## config.mk

```make
export PLATFORM = sky130hd
export DESIGN_NAME = input_dispatch
export DESIGN_NICKNAME = d
export VERILOG_FILES = /design/src/rtl/input_dispatch.sv
export SDC_FILE = /design/constraint.sdc
export NUM_CORES = 1
export LEC_CHECK = 0
export ABC_AREA = 1
export BUFFER_PORTS_ARGS = -buffer_cell sky130_fd_sc_hd__clkbuf_2
export CORE_UTILIZATION = 35
export DETAILED_ROUTE_END_ITERATION = 8
export PLACE_DENSITY_LB_ADDON = 0.1
export SYNTH_ARGS = -nofsm -noshare
export SYNTH_HDL_FRONTEND = slang
export SYNTH_SLANG_ARGS = --single-unit
export TNS_END_PERCENT = 50
```

## constraint.sdc

```tcl
create_clock -name clk_i -period 2.2 [get_ports clk_i]
set_input_delay 0.55 -clock clk_i [delete_from_list [all_inputs] [get_ports clk_i]]
set_output_delay 0.55 -clock clk_i [all_outputs]
set_load 0.05 [all_outputs]
```

## src/rtl/input_dispatch.sv

```systemverilog
// Frame dispatcher: reads a frame from the upstream FIFO and forwards it over valid/ready.
// Optional NaN scrubbing is enabled by defining INPUT_DISPATCH_NAN_FILTER_EN.
module input_dispatch #(
    parameter int unsigned DATA_WIDTH = 32,
    parameter int unsigned CNT_WIDTH  = 12
) (
    input  logic                  clk_i,
    input  logic                  rstn_i,
    input  logic                  start_i,
    input  logic [CNT_WIDTH-1:0]  frame_len_i,
    input  logic                  fifo_empty_i,
    output logic                  fifo_rd_en_o,
    input  logic [DATA_WIDTH-1:0] fifo_data_i,
    output logic                  out_valid_o,
    input  logic                  out_ready_i,
    output logic [DATA_WIDTH-1:0] out_data_o,
    output logic                  out_last_o,
    output logic                  busy_o,
    output logic                  done_o,
    output logic                  nan_seen_o
);

    localparam logic [1:0] IDLE = 2'd0;
    localparam logic [1:0] RUN  = 2'd1;
    localparam logic [1:0] DONE = 2'd2;

    logic [1:0]            state_q, state_d;
    logic [CNT_WIDTH-1:0]  len_q, len_d;
    logic [CNT_WIDTH-1:0]  issued_q, issued_d;
    logic [CNT_WIDTH-1:0]  delivered_q, delivered_d;
    logic                  inflight_q;
    logic [1:0]            count_q, count_d;
    logic [DATA_WIDTH-1:0] buf0_q, buf0_d;
    logic [DATA_WIDTH-1:0] buf1_q, buf1_d;

    logic [DATA_WIDTH-1:0] in_word;
    logic [1:0]            avail;
    logic [1:0]            avail_after_pop;
    logic [CNT_WIDTH:0]    delivered_next;
    logic                  pop;
    logic                  start_accept;

    assign start_accept = (state_q == IDLE) && start_i;

`ifdef INPUT_DISPATCH_NAN_FILTER_EN
    logic in_is_nan;
    logic nan_seen_q;

    assign in_is_nan = (&fifo_data_i[DATA_WIDTH-2 -: 8]) && (|fifo_data_i[DATA_WIDTH-10:0]);
    assign in_word   = in_is_nan ? '0 : fifo_data_i;

    always_ff @(posedge clk_i or negedge rstn_i) begin
        if (!rstn_i) begin
            nan_seen_q <= 1'b0;
        end else if (start_accept) begin
            nan_seen_q <= 1'b0;
        end else if (inflight_q && in_is_nan) begin
            nan_seen_q <= 1'b1;
        end
    end

    assign nan_seen_o = nan_seen_q;
`else
    assign in_word    = fifo_data_i;
    assign nan_seen_o = 1'b0;
`endif

    // The word arriving from the FIFO sits logically behind the buffered entries and is
    // visible at the output directly when the buffer is empty.
    assign avail           = count_q + {1'b0, inflight_q};
    assign out_valid_o     = (avail != 2'd0);
    assign pop             = out_valid_o && out_ready_i;
    assign avail_after_pop = avail - {1'b0, pop};
    assign delivered_next  = {1'b0, delivered_q} + {{CNT_WIDTH{1'b0}}, 1'b1};
    assign out_last_o      = out_valid_o && (delivered_next == {1'b0, len_q});

    always_comb begin
        out_data_o = '0;
        if (count_q != 2'd0) begin
            out_data_o = buf0_q;
        end else if (inflight_q) begin
            out_data_o = in_word;
        end
    end

    // A new read keeps buffered + in-flight within two entries after this cycle's pop.
    assign fifo_rd_en_o = (state_q == RUN) && !fifo_empty_i && (issued_q < len_q) &&
                          (avail_after_pop < 2'd2);

    always_comb begin
        buf0_d  = buf0_q;
        buf1_d  = buf1_q;
        count_d = avail_after_pop;
        if (pop) begin
            if (count_q == 2'd2) begin
                buf0_d = buf1_q;
            end else if ((count_q == 2'd1) && inflight_q) begin
                buf0_d = in_word;
            end
        end else if (inflight_q) begin
            if (count_q == 2'd0) begin
                buf0_d = in_word;
            end else begin
                buf1_d = in_word;
            end
        end
    end

    always_comb begin
        state_d     = state_q;
        len_d       = len_q;
        issued_d    = issued_q;
        delivered_d = delivered_q;
        case (state_q)
            IDLE: begin
                if (start_i) begin
                    len_d       = frame_len_i;
                    issued_d    = '0;
                    delivered_d = '0;
                    state_d     = (frame_len_i == '0) ? DONE : RUN;
                end
            end
            RUN: begin
                if (fifo_rd_en_o) begin
                    issued_d = issued_q + CNT_WIDTH'(1);
                end
                if (pop) begin
                    delivered_d = delivered_q + CNT_WIDTH'(1);
                end
                if (pop && out_last_o) begin
                    state_d = DONE;
                end
            end
            DONE: begin
                state_d = IDLE;
            end
            default: begin
                state_d = IDLE;
            end
        endcase
    end

    always_ff @(posedge clk_i or negedge rstn_i) begin
        if (!rstn_i) begin
            state_q     <= IDLE;
            len_q       <= '0;
            issued_q    <= '0;
            delivered_q <= '0;
            inflight_q  <= 1'b0;
            count_q     <= 2'd0;
            buf0_q      <= '0;
            buf1_q      <= '0;
        end else begin
            state_q     <= state_d;
            len_q       <= len_d;
            issued_q    <= issued_d;
            delivered_q <= delivered_d;
            inflight_q  <= fifo_rd_en_o;
            count_q     <= count_d;
            buf0_q      <= buf0_d;
            buf1_q      <= buf1_d;
        end
    end

    assign busy_o = (state_q == RUN);
    assign done_o = (state_q == DONE);

endmodule
```

### Yosys cells after proc, flatten, opt, wreduce, memory -nomap -nowiden

Index checks and enable logic that the tools add are counted.

| word-level totals | value |
|---|---|
| flip-flop bits (word level) | 105 |
| bits of input ports | 49 |
| output and inout port bits | 38 |
| word-level logic and storage cells | 65 |

| operators by class | value |
|---|---|
| add/subtract/negate cells | 5 |
| magnitude comparators | 2 |
| eq/ne operators | 10 |
| multiplexer cells | 16 |
| bitwise logic cells | 2 |
| reduce and logical (&&, ||, !) cells | 22 |

Operator list:

| operator | number |
|---|---|
| 2-to-1 mux 32 bit | 7 |
| one-hot mux 12 bit (2 select lines) | 2 |
| 2-to-1 mux 12 bit | 3 |
| adder 12 x 1 -> 12 bit, second input constant | 2 |
| adder 12 x 1 -> 13 bit, second input constant | 1 |
| equality test 13 x 12 -> 1 bit | 1 |
| zero test 12 bit | 1 |
| less-than comparator 12 bit | 1 |
| AND reduction 3 bit | 4 |
| nonzero test 2 bit | 5 |
| logical AND 1 bit | 7 |
| 2-to-1 mux 2 bit | 3 |
| equality test 2 x 1 -> 1 bit, second input constant | 2 |
| equality test 2 bit, second input constant | 2 |
| zero test 2 bit | 2 |
| != test 2 x 1 -> 1 bit, second input constant | 2 |
| != test 2 bit, second input constant | 2 |
| one-hot mux 2 bit (2 select lines) | 1 |
| AND reduction 2 bit | 2 |
| != test 3 x 1 -> 1 bit, second input constant | 1 |
| adder 2 x 1 -> 2 bit | 1 |
| less-than comparator 2 bit, second input constant | 1 |
| inverter 1 bit | 2 |
| subtractor 2 x 1 -> 2 bit | 1 |
| zero test 1 bit | 1 |

### Logic depth before layout (Yosys ltp)

| depth | value |
|---|---|
| depth in word-level cells | 8 |
| gate-level depth with buffers | 14 |
| mapped depth without buffers | 14 |

### Worst setup path after synthesis

No wires, ideal clock.

| timing path | value |
|---|---|
| path kind | reg2out |
| from | register delivered_q[0] |
| to | output port out_last_o |
| arrival | 2.870 ns |
| data required time | 1.650 ns |
| path slack | -1.220 ns |
| stages on the path, launching flop included | 8 |
| path buffers | 0 |
| cells stage by stage | dfrtp_1 -> ha_1 -> nand2_2 -> nor2_4 -> nand3_2 -> nor2_2 -> xnor3_1 -> nor4_1 |

| on the way | value |
|---|---|
| longest elaborated chain between the ends | 3 |

RTL lines:

| element | RTL line | RTL |
|---|---|---|
| start, declared | 30 | `logic [CNT_WIDTH-1:0] delivered_q, delivered_d;` |
| start signal, assigned | 157 | `delivered_q <= delivered_d;` |
| adder 12 x 1 -> 13 bit | 74 | `assign delivered_next = {1'b0, delivered_q} + {{CNT_WIDTH{1'b0}}, 1'b1};` |
| equality test 13 x 12 -> 1 bit | 75 | `assign out_last_o = out_valid_o && (delivered_next == {1'b0, len_q});` |
| logical AND 1 bit | 75 |  |
| end, declared | 17 | `output logic out_last_o,` |

Every way passes these cells.

### Worst setup path after layout

Same ends and word-level chain as after synthesis.

==> reports/results.tsv <==
metric	value	unit
status	finished, violations left	
CTS H-tree lvls	3	
Util after Layout	0.529	
die area	17800	um^2
worst path required time	1.65	ns
mux cell area share after synthesis	0	
Synth Area in Simple Gates	0.230	
CTS clk-pin slew, worst paths	0.07	ns
clock latency on the worst-skew pair	0.35	ns
Synth Area in Compound Gates	0.197	
TritonCTS clock tree	yes	
drt total wl	16.6	mm
CP Class	reg -> out	
fin crit share	1.27	
CTS Root Cell	clkbuf_16	
max-slew violations	0	
commonest non-fill, non-tap cell in the layout	nand2_1	
CTS Buffer Depth	2	
HP Class	in -> async	
Syn Inst Count	756	
Post-Layout Cell Count	1124	
drt drc	0	
failing checks	setup timing	
static leakage	4.15	nW
First-pass DRT Iterations	4	
syn_nets	820	
Port Buffer Count	85	
pin count of the biggest net entering global routing	42	
Avg Inst Size Synth	7.98	um^2
Setup WS post-layout	-0.584	ns
Max-slew headroom	0.628	
CP startpoint	delivered_q[0]$_DFFE_PN0P_	
Initial Utilization	0.361	
pwr dens	1510	nW/um^2
Filler cells	1556	
DIE WIDTH	133	um
Fin. Hold Viols	0	
Synth Register Bits	105	
most frequent cells in the layout	nand2_1 (186), dfrtp_1 (103), inv_1 (76), buf_4 (66), nor2_1 (60)	
Mapped Area	6030	um^2
Placed Cells incl. Taps	1097	
initial antenna violation count	0	
f_max	0.359	GHz
Setup violations, final	34	
Critical R2R Launch	count_q[0]$_DFF_PN0_	
Fin Clk Skew	0.00626	ns
Seq/Total Area, Yosys	0.435	
Layout Nets	963	
DP HPWL	11.9	mm
number of global-route vias before repair	5566	
CTS Buf Count	9	
post-synthesis adder-cell area fraction	0.0311	
DR vias	5624	
drt wl/cell	14.8	um
WP data arrival	2.23	ns
Total GRT Usage	0.194	
diode count	0	
max_cap viols	0	
Synth Area in XOR/XNOR	0.0226	
post-route cell area	8840	um^2
Worst setup EP type	primary output	
Worst-Margin Slew	0.557	ns
die height	133	um
largest family of logic cells by synthesized area	simple AND/OR/NAND/NOR gates	
Clock Sinks	105	
Fin Setup TNS	-8.05	ns
overall power	13.4	mW
startpoint type of the worst setup path	flop	
GR Overflow Total	0	
placed cell areas	8080	um^2
layout cells sized above 1	0.329	
DRT iter0 DRCs	294	
ANT nets after route	0	
global placer's final weighted congestion	0.859	
number of I/O pins	87	
Final Critical Period	2.78	ns
CP max FO	5	
row count	47	
maximum VDD drop	875	uV
synth warn	0	
Distinct cells, synth	35	
RSZ-0062 raised after global routing	true	
core area	16700	um^2
Layout area overhead	46.5	%
Vias/cell	5.00	
first-pass GRT wire length	27.5	mm
## timing repair
action                                  in CTS  in global routing
gates resized for setup                     50                 33
hold buffers                                 0                  0
gates cloned                                 2                  0
setup buffers                                6                  6
pin swaps                                   11                  8
endpoints found under the setup margin      38                 52
## power by group
part / leakage (nW) / internal (mW) / switching (mW)
Combinational: 2.66 / 3.67 / 4.95
Sequential: 1.35 / 2.65 / 0.423
Clock: 0.135 / 0.891 / 0.778
Total: 4.15 / 7.22 / 6.15
## layout make-up
type                            instances  area, um^2  area share
Timing Repair Buffer                  172        1760       0.199
Sequential cell                       105        2630       0.298
Multi-Input combinational cell        526        3530       0.399
Clock buffer                            9         225      0.0255
Tap cell                              220         275      0.0311
Inverter                               85         345      0.0391
Clock inverter                          7        77.6     0.00878
## synth_stat cells
library cell	n	area (um^2)
nor2_4	1	11.3
buf_1	4	15.0
nand3_1	34	170
o21ai_1	32	160
nor2_1	62	233
o22ai_1	5	31.3
conb_1	1	3.75
buf_2	9	45.0
nand4_1	8	50.1
o21ai_2	1	8.76
xor2_1	11	96.3
nor2_2	4	25.0
nand2_4	2	22.5
o21ai_4	1	16.3
xnor3_1	1	22.5
inv_2	5	18.8
inv_1	80	300
buf_6	1	11.3
nand3_2	2	20.0
ha_1	15	188
buf_4	4	30.0
o31ai_1	37	278
a21oi_1	41	205
and2_1	1	6.26
nor4_1	5	31.3
nor2_8	1	20.0
nand4_4	1	21.3
xnor2_1	2	17.5
nand2_1	192	721
nand2_2	4	25.0
o21ai_0	28	140
dfrtp_1	105	2630
clkbuf_1	22	82.6
o31ai_2	28	350
nor3_1	6	30.0
## logic make-up (layout without fill, tap and decap cells)
| family | count (synthesis) | after routing |
|---|---|---|
| buffers and inverters | 125 | 273 |
| other | 1 | 1 |
| XOR/XNOR | 14 | 14 |
| adder cells (fa/ha/maj) | 15 | 15 |
| AND/OR/NAND/NOR | 323 | 323 |
| AO/OA/AOI/OAI | 173 | 173 |
| flip-flops | 105 | 105 |
## state kept, by name, indices dropped and copies added (netlist names)
name / count
buf0_q: 32
buf1_q: 32
state_q: 2
inflight_q: 1
len_q: 12
delivered_q: 12
issued_q: 12
count_q: 2
## layer usage
metal  vias up  GRT usage  share of wire
met5         -          0              0
met4         0     0.0701          0.018
met3        18     0.0236          0.032
met2       115      0.332           0.50
met1      2695      0.252           0.45
li1       2796          -              -
## worst paths after layout
kind                                           endpoint  slack [ns]  depth (start not counted)
worst max-delay path                         out_last_o       -0.58                          9
worst min-delay path             buf0_q[10]$_DFFE_PN0P_        0.18                          1
worst max register to register  issued_q[1]$_DFFE_PN0P_        0.09                         15
worst min register to register   buf0_q[17]$_DFFE_PN0P_        0.49                          2
max in group asynchronous          count_q[1]$_DFF_PN0_        1.33                          2
min in group clk_i                 len_q[9]$_DFFE_PN0P_        0.43                          3
## stage by stage
| step | hold WS [ns] | setup WS, ns |
|---|---|---|
| floorplan | 0.254 | -0.321 |
| global placement | 0.466 | -0.235 |
| detailed placement | 0.476 | -0.234 |
| CTS | 0.191 | -0.609 |
| global route | 0.215 | -0.715 |
| finish | 0.176 | -0.584 |
## critical path, stage by stage (launching register included)
cell     delay, ns
dfrtp_1       0.40
buf_4         0.13
nand2_1       0.07
nor2_4        0.17
buf_6         0.13
nand3_2       0.09
xor2_2        0.18
xor2_2        0.18
nor4_4        0.35
buf_12        0.18
Power figures use the tool's default switching activity.
